[src/rtl/dcfeb_crc_gen.sv]
// dcfeb_crc_gen: CRC-32 generator for the DCFEB DAQ readout path.
// Accumulates an MSB-first CRC over qualified 16-bit data words and emits a
// one-clock-delayed word stream: data passthrough, then the low and high
// halves of the final CRC, then zero words.
module dcfeb_crc_gen #(
  parameter logic [31:0] POLY     = 32'h04C11DB7,
  parameter logic [31:0] INIT_VAL = 32'h00000000
) (
  input  logic        clk,
  input  logic        reset,
  input  logic [15:0] d,
  input  logic        calc,
  input  logic        init,
  input  logic        d_valid,
  output logic [31:0] crc_reg,
  output logic [15:0] crc
);

  localparam logic [1:0] PH_DATA = 2'd0;
  localparam logic [1:0] PH_LOW  = 2'd1;
  localparam logic [1:0] PH_DONE = 2'd2;

  // One word of CRC update, d[15] shifted in first, no reflection.
  function automatic logic [31:0] next_crc(input logic [31:0] c_in,
                                           input logic [15:0] w);
    logic [31:0] c;
    logic        fb;
    c = c_in;
    for (int i = 15; i >= 0; i--) begin
      fb = c[31] ^ w[i];
      c  = {c[30:0], 1'b0} ^ (fb ? POLY : 32'h00000000);
    end
    return c;
  endfunction

  logic [31:0] crc_reg_q, crc_reg_d;
  logic [15:0] crc_q, crc_d;
  logic [1:0]  ph_q, ph_d;
  logic        data_cyc_s;

  assign data_cyc_s = calc & d_valid;

  // Next CRC register: init beats data, data advances, otherwise hold.
  always_comb begin
    crc_reg_d = crc_reg_q;
    if (init) begin
      crc_reg_d = INIT_VAL;
    end else if (data_cyc_s) begin
      crc_reg_d = next_crc(crc_reg_q, d);
    end else begin
      crc_reg_d = crc_reg_q;
    end
  end

  // Next output word: passthrough on data, otherwise append CRC halves then zeros.
  always_comb begin
    crc_d = crc_q;
    if (data_cyc_s) begin
      crc_d = d;
    end else if (d_valid) begin
      case (ph_q)
        PH_DATA: crc_d = crc_reg_q[15:0];
        PH_LOW:  crc_d = crc_reg_q[31:16];
        PH_DONE: crc_d = 16'h0000;
        default: crc_d = 16'h0000;
      endcase
    end else begin
      crc_d = crc_q;
    end
  end

  // Next append phase: cleared by init or data, advanced by non-data valid slots.
  always_comb begin
    ph_d = ph_q;
    if (init || data_cyc_s) begin
      ph_d = PH_DATA;
    end else if (d_valid) begin
      case (ph_q)
        PH_DATA: ph_d = PH_LOW;
        PH_LOW:  ph_d = PH_DONE;
        PH_DONE: ph_d = PH_DONE;
        default: ph_d = PH_DONE;
      endcase
    end else begin
      ph_d = ph_q;
    end
  end

  // State registers with synchronous reset.
  always_ff @(posedge clk) begin
    if (reset) begin
      crc_reg_q <= INIT_VAL;
      crc_q     <= 16'h0000;
      ph_q      <= PH_DATA;
    end else begin
      crc_reg_q <= crc_reg_d;
      crc_q     <= crc_d;
      ph_q      <= ph_d;
    end
  end

  assign crc_reg = crc_reg_q;
  assign crc     = crc_q;

endmodule

[config.mk]
export PLATFORM = sky130hd
export DESIGN_NAME = dcfeb_crc_gen
export DESIGN_NICKNAME = d
export VERILOG_FILES = /design/src/rtl/dcfeb_crc_gen.sv
export SDC_FILE = /design/constraint.sdc
export NUM_CORES = 1
export LEC_CHECK = 0
export CAP_MARGIN = 25
export CORE_MARGIN = 10
export CORE_UTILIZATION = 38
export CTS_CLUSTER_DIAMETER = 150
export DETAILED_ROUTE_END_ITERATION = 16
export RECOVER_POWER = 50
export SLEW_MARGIN = 5
export SYNTH_ARGS = -nofsm -noshare
export SYNTH_HDL_FRONTEND = slang
export SYNTH_SLANG_ARGS = --single-unit
[constraint.sdc]
create_clock -name clk -period 4.05 [get_ports clk]
set_input_delay 0.81 -clock clk [delete_from_list [all_inputs] [get_ports clk]]
set_output_delay 0.81 -clock clk [all_outputs]
set_load 0.01 [all_outputs]
# Word level (Yosys, flattened, before mapping)

Cells that the tools add are included.

Bits of input ports: 21
Register bits after elaboration: 50

Mux-type cells: 20
Bitwise logic cells: 33
Reductions and logical operators: 5
Eq/ne operators: 1

Operator list:

| kind                                                | count |
|---|---|
| bitwise XOR 32 x 27 -> 32 bit                       | 16 |
| 2-to-1 mux 27 bit                                   | 16 |
| 2-to-1 mux 16 bit                                   | 2 |
| case mux 16 bit (2 select lines)                    | 1 |
| bitwise XOR 1 bit                                   | 16 |
| OR reduction 2 bit                                  | 2 |
| equality test 2 x 1 -> 1 bit, second input constant | 1 |
| logical NOT 2 bit                                   | 1 |
| 2-to-1 mux 2 bit                                    | 1 |
| nonzero test 2 bit                                  | 1 |
| bitwise AND 1 bit                                   | 1 |
| logical OR 1 bit                                    | 1 |

# Depth between registers and ports, before layout

Gate-level depths: netlist of the first run.

Depth in word-level cells: 48
Mapped depth: 7
Gate-level depth less buffers: 7

# Worst setup path after synthesis of the first run

Ideal clock, no wire load.

Kind: input to register
Start: in d[9]
End: reg crc_reg_q[8], in the netlist crc_reg[8]
Data arrival time: 2.946 ns
Cell stages on the path: 7
Library setup time: 0.070 ns
Setup slack: 1.034 ns
Data required time: 3.980 ns
Path through: xnor2_2 xor3_2 xor3_2 xnor2_2 xor3_2 xor2_1 a21oi_1

Cells in the longest elaborated chain, start to end: 14

RTL lines:

| item                                                               | line   | source |
|---|---|---|
| start, declared                                                    | 11     | `input logic [15:0] d,` |
| bitwise XOR 1 bit (*)                                              | 30     | `fb = c[31] ^ w[i];` |
| 2-to-1 mux 27 bit (*)                                              | 31     | `c = {c[30:0], 1'b0} ^ (fb ? POLY : 32'h00000000);` |
| bitwise XOR 32 x 27 -> 32 bit (*) (6 in series)                    | 31     |  |
| bitwise XOR 1 bit or bitwise XOR 32 x 27 -> 32 bit (tied branches) | 30, 31 |  |
| 2-to-1 mux 27 bit or bitwise XOR 32 x 27 -> 32 bit (tied branches) | 31     |  |
| bitwise XOR 32 x 27 -> 32 bit (*) (4 in series)                    | 31     |  |
| end signal, assigned                                               | 96     | `crc_reg_q <= crc_reg_d;` |
| end, declared                                                      | 36     | `logic [31:0] crc_reg_q, crc_reg_d;` |

Mark *: on every way between the ends. The rest lies on a longest branch, timed or not.
A chain may end at the register's enable or synchronous reset.

# Worst setup path in the final report of the first run

Start: in d[12]
End: reg crc_reg_q[16], in the netlist crc_reg[16]

Cells in the longest elaborated chain, start to end: 19

RTL lines:

| item                                            | line |
|---|---|
| bitwise XOR 1 bit (*)                           | 30 |
| 2-to-1 mux 27 bit (*)                           | 31 |
| bitwise XOR 32 x 27 -> 32 bit (*) (6 in series) | 31 |
| bitwise XOR 1 bit                               | 30 |
| 2-to-1 mux 27 bit                               | 31 |
| bitwise XOR 32 x 27 -> 32 bit (*) (6 in series) | 31 |
| bitwise XOR 1 bit                               | 30 |
| 2-to-1 mux 27 bit                               | 31 |
| bitwise XOR 32 x 27 -> 32 bit (*)               | 31 |

Marks and branches as above.

==> results.yml, run 1 <==
outcome:
  status: "finished, violations left"
  violations: "capacitance limit, slew limit"
cts:
  holdBufCountCts: 0
  insertion_delay_ns: 0.32
  cts.sinks: 50
  cts_setup_buffers: 0
  cts_tree: "done"
  htree_levels: 2
  cts_buffer_depth: 2
  root_buffer: "clkbuf_8"
  cts.repair.resized: 0
  path_clk_slew_ns: 0.10
  cts_buffers: 5
die:
  ios: 69
  die-area_sq_um: 13700
  die_y_microns: 117.0
  die_x_microns: 117.0
  rows: 35
  fp.coreArea_sq_um: 9196
  start_util: 0.3891
timing:
  tightest_slew_ns: 1.536
  grt_setup_unrepaired: "no"
  fin_skew_ns: 0.01322
  finalCritPeriodShare: 0.8362
  report.final.slew_viol_count: 36
  setup-tns-final_ns: 0
  layout_min_cycle_time_ns: 3.387
  hold_violations: 0
  finalSetupViolCount: 0
  fmax_mhz: 295.3
  slew_headroom: -0.02370
worst_setup_path:
  crit_type: "primary input to flop"
  slowest_stage: "clkdlybuf4s50_1"
  cp-start-kind: "primary input"
  critPathBufInv: 1
  crit_cells: 7
  cp_common_cell: "xnor2_2"
  crit-reg2reg-launch: "crc_reg[22]$_SDFFE_PP0P_"
  reg2reg_slack_ns: 1.23
  ff2ff_path_depth: 6
  max_stage_delay_ns: 0.54
  path_delay_family: "XOR/XNOR gates"
  r2r_end: "crc_reg[16]$_SDFFE_PP0P_"
  cp_max_fo: 5
  crit_chain: "clkdlybuf4s50_1 -> xnor2_2 -> xnor3_2 -> xor3_2 -> xnor2_2 -> xnor3_1 -> o31ai_2"
  critPathCaptureType: "flop"
  required_ns: 4.28
  startpoint: "d[12]"
  crit_end: "crc_reg[16]$_SDFFE_PP0P_"
  critical_path_arrival_ns: 3.62
final_layout:
  fillers: 880
  fin_cells: 550
  diodes: 0
  fin_util: 0.4946
  nNetsFinal: 459
  syn_to_final_growth_pct: 27.10
  final_cell_area_sq_um: 4548
  drive_gt1_frac: 0.1390
  largest_reg_flops: 48
synthesis:
  synth_top_family_by_area: "XOR/XNOR gates"
  yosys.area_share.simple: 0.07063
  synth-compound-area-share: 0.1371
  synth_edf_count: 0
  async_flop_share: 0
  synth_fa_ha_area_frac: 0
  synth_xor_area_frac: 0.4304
  yosysMostFrequentCell: "xnor2_1"
  synth_common_cells: "xnor2_1, dfxtp_1, nor2_1"
  synth_cells: 365
  syn_area_per_cell_sq_um: 9.804
  synthDistinctLibCells: 30
  synth_seq_cells: 50
  ys.flop_type: "dfxtp_1"
  synth_seq_area_share: 0.2797
  yosysTopAreaCell: "dfxtp_1"
  syn-num-nets: 386
  synth_area_leaders: "dfxtp_1, xnor2_1, xor2_1"
  syn_area_sq_um: 3578
  muxShareOfSynthArea: 0.05035
  yosysTopAreaCellShare: 0.2797
  ys_warn_count: 0
route:
  wl_per_cell_microns: 19.91
  drc: 0
  routed_wl_microns: 10950
  drt_first_pass_iters: 6
  ant_nets: 0
  vias: 2842
  via_per_inst: 5.167
  drt_iter0_markers: 169
global_routing:
  antenna_found_initial: 0
  grt_max_degree: 36
  track_usage: 0.1588
  globalRouteOverflowTotal: 0
  grt_pass1_vias: 2791
  grt_first_pass_wirelength_microns: 16550
flow_run:
  cap_violations: 1
power:
  power_mw: 5.357
  powerDensity_nw_per_um2: 1178
  total_leakage_power_nw: 1.782
  irDropWorstVdd_mv: 0.6232
placed_design:
  hpwl_microns: 8522
  place_inst: 542
  placed_area_sq_um: 4431
  gp_congestion: 0.9411
  port_buffers: 68
hold_path:
  min_path_cells: 2
  min_path_type: "flop to flop"
[worst min-delay path by stage]
stage | from | slack (ns) | endpoint
floorplan | ph_q[1]$_SDFFE_PP0P_ | 0.50 | ph_q[1]$_SDFFE_PP0P_
global placement | crc[11]$_SDFFE_PP0P_ | 0.47 | crc[11]$_SDFFE_PP0P_
detailed placement | crc[11]$_SDFFE_PP0P_ | 0.48 | crc[11]$_SDFFE_PP0P_
CTS | crc[11]$_SDFFE_PP0P_ | 0.50 | crc[11]$_SDFFE_PP0P_
global route | crc[15]$_SDFFE_PP0P_ | 0.52 | crc[15]$_SDFFE_PP0P_
finish | crc[12]$_SDFFE_PP0P_ | 0.49 | crc[12]$_SDFFE_PP0P_
[final cells by class]
class	count	area, sq um	area share
multi-input combinational	293	2464	0.5417
timing repair buffer	87	819.5	0.1802
sequential	50	1001	0.2201
clock inverter	2	38.79	0.008528
tap	111	138.9	0.03054
clock buffer	6	82.58	0.01816
inverter	1	3.754	0.0008253
[worst min-delay path: stages (launching register included)]
cell	delay, ns
dfxtp_1	0.32
nor2_1	0.08
a211oi_1	0.05
[metal layers]
metal / vias up / wire, microns / GRT usage
met2: 67 / 5287 / 0.2718
met4: 0 / 123 / 0.04201
met3: 11 / 532 / 0.02599
met5: - / 0 / 0
li1: 1400 / - / -
met1: 1364 / 5005 / 0.2016
[cells by family (layout without fill, tap and decap cells)]
logic type             Yosys count  in the layout
buffers and inverters           22             96
XOR/XNOR                       140            140
AND/OR/NAND/NOR                 62             62
multiplexers                    16             16
AO/OA/AOI/OAI                   75             75
flip-flops                      50             50
[cell usage in the layout (no fill, tap or decap)]
master            n
or3_1             3
dfxtp_1          50
xnor3_1           7
and2_1            1
nand2_1          19
o31ai_2           1
xnor3_2           2
clkbuf_1          1
nor2_1           33
and2_0            1
a21oi_1          22
buf_4            18
inv_6             1
xor3_1            1
clkbuf_8          6
xor3_2            3
clkdlybuf4s50_1  23
xnor2_2           7
a211oi_1         26
inv_1             1
xor2_1           24
nand3_1           1
bufinv_16         1
xnor2_1          91
xor2_2            2
dlygate4sd3_1    45
xnor2_4           3
or2_2             1
nor3_1            3
a22oi_1          16
mux2_2           16
o21a_1            1
o21ai_0           9
[power by group]
group | internal [mW] | leakage (nW) | total [mW] | switching [mW]
sequential | 0.572 | 0.409 | 0.675 | 0.103
clock | 0.204 | 0.0618 | 0.394 | 0.190
combinational | 2.23 | 1.31 | 4.29 | 2.05
[through the flow]
stage / worst slack, ns / hold slack [ns]
6_report: 0.6634 / 0.4891
5_1_grt: 0.5783 / 0.5171
4_1_cts: 0.6785 / 0.4960
3_5_place_dp: 0.3446 / 0.4815
3_3_place_gp: 0.4336 / 0.4748
2_1_floorplan: 1.034 / 0.4972
(Power assumes the default switching activity.)
==> run 2, diff against run 1 <==
- clock period: 4.05 -> 3 ns (I/O delays scaled with it)
==> run 2 against run 1 <==
Compared with the run above: the run now ends clean; critical path depth increased by 2; clock skew decreased by 0.0086 ns; worst hold slack got worse by 0.0014 ns; clock power increased by 6.9%.
==> results.yml, run 2 (synthesis gave the netlist of run 1 again) <==
outcome:
  status: "complete, no violations"
timing:
  setup-tns-final_ns: 0
  grt_setup_unrepaired: "no"
  finalCritPeriodShare: 0.9728
  layout_min_cycle_time_ns: 2.919
  tightest_slew_ns: 0.8799
  report.final.slew_viol_count: 0
  hold_violations: 0
  finalSetupViolCount: 0
  slew_headroom: 0.4112
  fin_skew_ns: 0.004662
  fmax_mhz: 342.6
  hold_slack_ns: 0.4877
power:
  irDropWorstVdd_mv: 0.6867
  total_leakage_power_nw: 1.937
  powerDensity_nw_per_um2: 1645
worst_setup_path:
  cp_max_fo: 5
  r2r_end: "crc_reg[8]$_SDFFE_PP0P_"
  critPathCaptureType: "flop"
  critical_path_arrival_ns: 3.16
  crit_type: "primary input to flop"
  ff2ff_path_depth: 8
  crit_end: "crc_reg[8]$_SDFFE_PP0P_"
  startpoint: "d[13]"
  required_ns: 3.24
  reg2reg_slack_ns: 0.47
  cp-start-kind: "primary input"
  crit-reg2reg-launch: "crc_reg[29]$_SDFFE_PP0P_"
cts:
  root_buffer: "clkbuf_8"
  path_clk_slew_ns: 0.10
  htree_levels: 2
  cts_buffers: 5
  cts_buffer_depth: 2
  insertion_delay_ns: 0.31
  cts_setup_buffers: 0
  cts.sinks: 50
  cts_tree: "done"
route:
  wl_per_cell_microns: 18.67
  drt_iter0_markers: 124
  via_per_inst: 4.929
  drt_first_pass_iters: 4
  routed_wl_microns: 11070
  vias: 2923
  drc: 0
  ant_nets: 0
die:
  ios: 69
  rows: 35
  die_x_microns: 117.0
  die-area_sq_um: 13700
  start_util: 0.3891
  die_y_microns: 117.0
  fp.coreArea_sq_um: 9196
final_layout:
  final_common_cell: "xnor2_1"
  diodes: 0
  largest_reg_flops: 48
  syn_to_final_growth_pct: 35.31
  layout_common_cells: "xnor2_1, buf_4, dfxtp_1, dlygate4sd3_1"
  drive_gt1_frac: 0.2116
  nNetsFinal: 502
global_routing:
  antenna_found_initial: 0
  top_usage_layer: "met2"
  globalRouteOverflowTotal: 0
  grtUsageMet1: 0.2144
  use_met3: 0.02650
  grt_pass1_vias: 2999
  track_usage: 0.1644
  use_met2: 0.2767
  grt_first_pass_wirelength_microns: 17110
  grt_max_degree: 44
placed_design:
  hpwl_microns: 8778
  gp_congestion: 0.8995
  port_buffers: 68
hold_path:
  min-delay-start: "crc[9]$_SDFFE_PP0P_"
  min_path_type: "flop to flop"
flow_run:
  cap_violations: 0
## run 2: cell count changes in the layout (fill, tap and decap cells not counted), sizes merged, moves of 2 or more
cell | before | now
buf | 18 | 58
clkdlybuf4s50 | 23 | 33
dlygate4sd3 | 45 | 35
clkbuf | 7 | 9
clkinv | 0 | 2
## run 2: cell type report
cell class	count	area, sq um
Sequential cell	50	1001
Inverter	1	3.754
Multi-Input combinational cell	293	2465
Fill cell	886	4354
Tap cell	111	138.9
Timing Repair Buffer	130	1144
Clock buffer	5	68.82
Clock inverter	3	21.27
## run 2: report_power, final
part / total, mW / switching [mW] / internal [mW]
logic: 6.64 / 2.89 / 3.75
clock network: 0.421 / 0.256 / 0.165
registers: 0.910 / 0.138 / 0.772
total: 7.97 / 3.28 / 4.68
## run 2: critical path, stage by stage
cell and delay [ns]:
clkdlybuf4s50_1 0.52, xnor2_4 0.28, buf_4 0.22, xnor2_1 0.19, xnor2_1 0.18, xor2_1 0.32
xor3_2 0.53, xor2_1 0.15, a21oi_1 0.16
## run 2: repair_timing
item,CTS,global route
hold buffers,0,0
setup endpoints to repair,0,2
resized for setup,0,1
## run 2: routing by layer
| layer | wire, microns | share of wire | vias up |
|---|---|---|---|
| li1 | - | - | 1475 |
| met1 | 5044 | 0.46 | 1379 |
| met2 | 5298 | 0.48 | 59 |
| met3 | 588 | 0.053 | 10 |
| met4 | 142 | 0.013 | 0 |
| met5 | 0 | 0 | - |
## run 2: metrics by stage
stage / setup WS (ns) / util / std cells / total power, mW / cell area [sq um]
floorplan: 0.1939 / - / 365 / 5.382 / 3578
global placement: -0.2275 / 0.5182 / 585 / 7.582 / 4766
detailed placement: -0.2138 / 0.5182 / 585 / 7.591 / 4766
CTS: 0.08577 / 0.5280 / 593 / 8.065 / 4856
global route: 0.002700 / 0.5265 / 593 / 8.550 / 4842
finish: 0.08148 / 0.5265 / 593 / 7.967 / 4842
## run 2: worst min-delay path by stage
| stage | to | cells past startpoint |
|---|---|---|
| floorplan | ph_q[1]$_SDFFE_PP0P_ | 2 |
| global placement | crc[11]$_SDFFE_PP0P_ | 2 |
| detailed placement | crc[9]$_SDFFE_PP0P_ | 2 |
| CTS | crc[9]$_SDFFE_PP0P_ | 2 |
| global route | crc[11]$_SDFFE_PP0P_ | 2 |
| finish | crc[9]$_SDFFE_PP0P_ | 2 |
==> run 3, diff against run 2 <==
- REMOVE_ABC_BUFFERS: not set -> 1
==> run 3 against run 2 <==
Compared with the run above: register-to-register slack lost 0.05 ns; clock power is essentially flat; wire length shrank 1.9%; critical endpoint is now crc_reg[9]$_SDFFE_PP0P_; final cell count shrank 0.34%; die area is the same; largest power group unchanged; global-route usage shrank 0.35 points; clock skew is essentially flat; total power shrank 1.1%; sequential share of layout area is essentially flat; first-iteration DRC count grew 4.0%; worst hold slack is essentially flat.
==> results.yml, run 3 (synthesis gave the netlist of run 1 again) <==
cts:
  path_clk_slew_ns: 0.09
  cts_tree: "done"
  cts.sinks: 50
  cts_buffers: 5
  root_buffer: "clkbuf_8"
  htree_levels: 2
  cts_buffer_depth: 2
  insertion_delay_ns: 0.30
  holdBufCountCts: 0
global_routing:
  antenna_found_initial: 0
  track_usage: 0.1608
  grt_first_pass_wirelength_microns: 16750
  grt_max_degree: 35
  grt_pass1_vias: 2928
  globalRouteOverflowTotal: 0
route:
  routed_wl_microns: 10860
  via_per_inst: 4.904
  ant_nets: 0
  drt_first_pass_iters: 4
  vias: 2898
  drc: 0
  wl_per_cell_microns: 18.38
  drt_iter0_markers: 129
final_layout:
  drive_gt1_frac: 0.2083
  layout_common_cells: "xnor2_1, buf_4, dfxtp_1, dlygate4sd3_1, nor2_1"
  final_common_cell: "xnor2_1"
  nNetsFinal: 500
  largest_reg_flops: 48
  diodes: 0
  final_cell_area_sq_um: 4832
  fin_util: 0.5254
  fin_cells: 591
  fillers: 888
  syn_to_final_growth_pct: 35.03
timing:
  tightest_slew_ns: 1.160
  fmax_mhz: 341.1
  hold_violations: 0
  setup_ws_ns: 0.06860
  setup-tns-final_ns: 0
  slew_headroom: 0.2269
  fin_skew_ns: 0.004814
  grt_setup_unrepaired: "no"
  finalSetupViolCount: 0
  layout_min_cycle_time_ns: 2.931
  report.final.slew_viol_count: 0
  hold_slack_ns: 0.4875
  finalCritPeriodShare: 0.9771
placed_design:
  placed_area_sq_um: 4751
  hpwl_microns: 8648
  gp_congestion: 0.9337
  place_inst: 583
  pre_cts_slack_ns: -0.2625
  port_buffers: 68
die:
  die-area_sq_um: 13700
  rows: 35
  ios: 69
  die_y_microns: 117.0
  start_util: 0.3891
  die_x_microns: 117.0
  fp.coreArea_sq_um: 9196
power:
  p_comb_frac: 0.832
  intPower_mw: 4.577
  irDropWorstVdd_mv: 0.8246
  switching_power_mw: 3.306
  power_mw: 7.883
  switching_share: 0.4193
  powerDensity_nw_per_um2: 1631
  total_leakage_power_nw: 1.950
  power_frac_clock: 0.053
  pwr-share-seq: 0.115
worst_setup_path:
  required_ns: 3.19
  critPathCaptureType: "flop"
  cp_max_fo: 2
  critical_path_arrival_ns: 3.12
  crit_type: "primary input to flop"
  cp-start-kind: "primary input"
outcome:
  status: "complete, no violations"
flow_run:
  cap_violations: 0
hold_path:
  min_path_type: "flop to flop"
[run 3: path summary, 6_finish.rpt]
check	startpoint	to	slack [ns]	cells after the start
min reg2reg	crc[12]$_SDFFE_PP0P_	crc[12]$_SDFFE_PP0P_	0.49	2
max	d[7]	crc_reg[9]$_SDFFE_PP0P_	0.07	9
min	crc[12]$_SDFFE_PP0P_	crc[12]$_SDFFE_PP0P_	0.49	2
max reg2reg	crc_reg[23]$_SDFFE_PP0P_	crc_reg[9]$_SDFFE_PP0P_	0.42	8
[run 3: worst max-delay path, stage by stage]
cell and delay (ns):
clkdlybuf4s50_1 0.50, xor2_1 0.27, xnor3_2 0.54, xnor2_4 0.19, xnor3_1 0.28, xnor2_1 0.17, buf_4 0.14, xor2_1 0.31
a21oi_1 0.11
[run 3: final cells by class]
| type | instances | area (sq um) | share of cell area |
|---|---|---|---|
| inverter | 1 | 3.754 | 0.0007768 |
| timing repair buffer | 128 | 1132 | 0.2343 |
| sequential | 50 | 1001 | 0.2071 |
| multi-input combinational | 293 | 2465 | 0.5101 |
| clock buffer | 7 | 86.33 | 0.01787 |
| clock inverter | 1 | 5.005 | 0.001036 |
| tap | 111 | 138.9 | 0.02874 |
[run 3: power groups by stage]
stage | combinational (mW) | clock (mW) | sequential, mW
after floorplan | 4.41 | 0 | 0.947
after global placement | 6.57 | 0 | 0.921
after detailed placement | 6.57 | 0 | 0.926
after CTS | 6.63 | 0.434 | 0.910
after global routing | 7.08 | 0.463 | 0.928
final | 6.56 | 0.420 | 0.905
[run 3: timing repair]
| item | 4_1_cts | 5_1_grt |
|---|---|---|
| resized for setup | 0 | 1 |
| buffers inserted | 0 | 0 |
| setup endpoints to repair | 0 | 1 |
[run 3: routing by layer]
| layer | routed length, microns | global-route usage | up-vias |
|---|---|---|---|
| li1 | - | - | 1470 |
| met1 | 4888 | 0.2120 | 1348 |
| met2 | 5073 | 0.2655 | 71 |
| met3 | 785 | 0.03211 | 9 |
| met4 | 116 | 0.03377 | 0 |
| met5 | 0 | 0 | - |
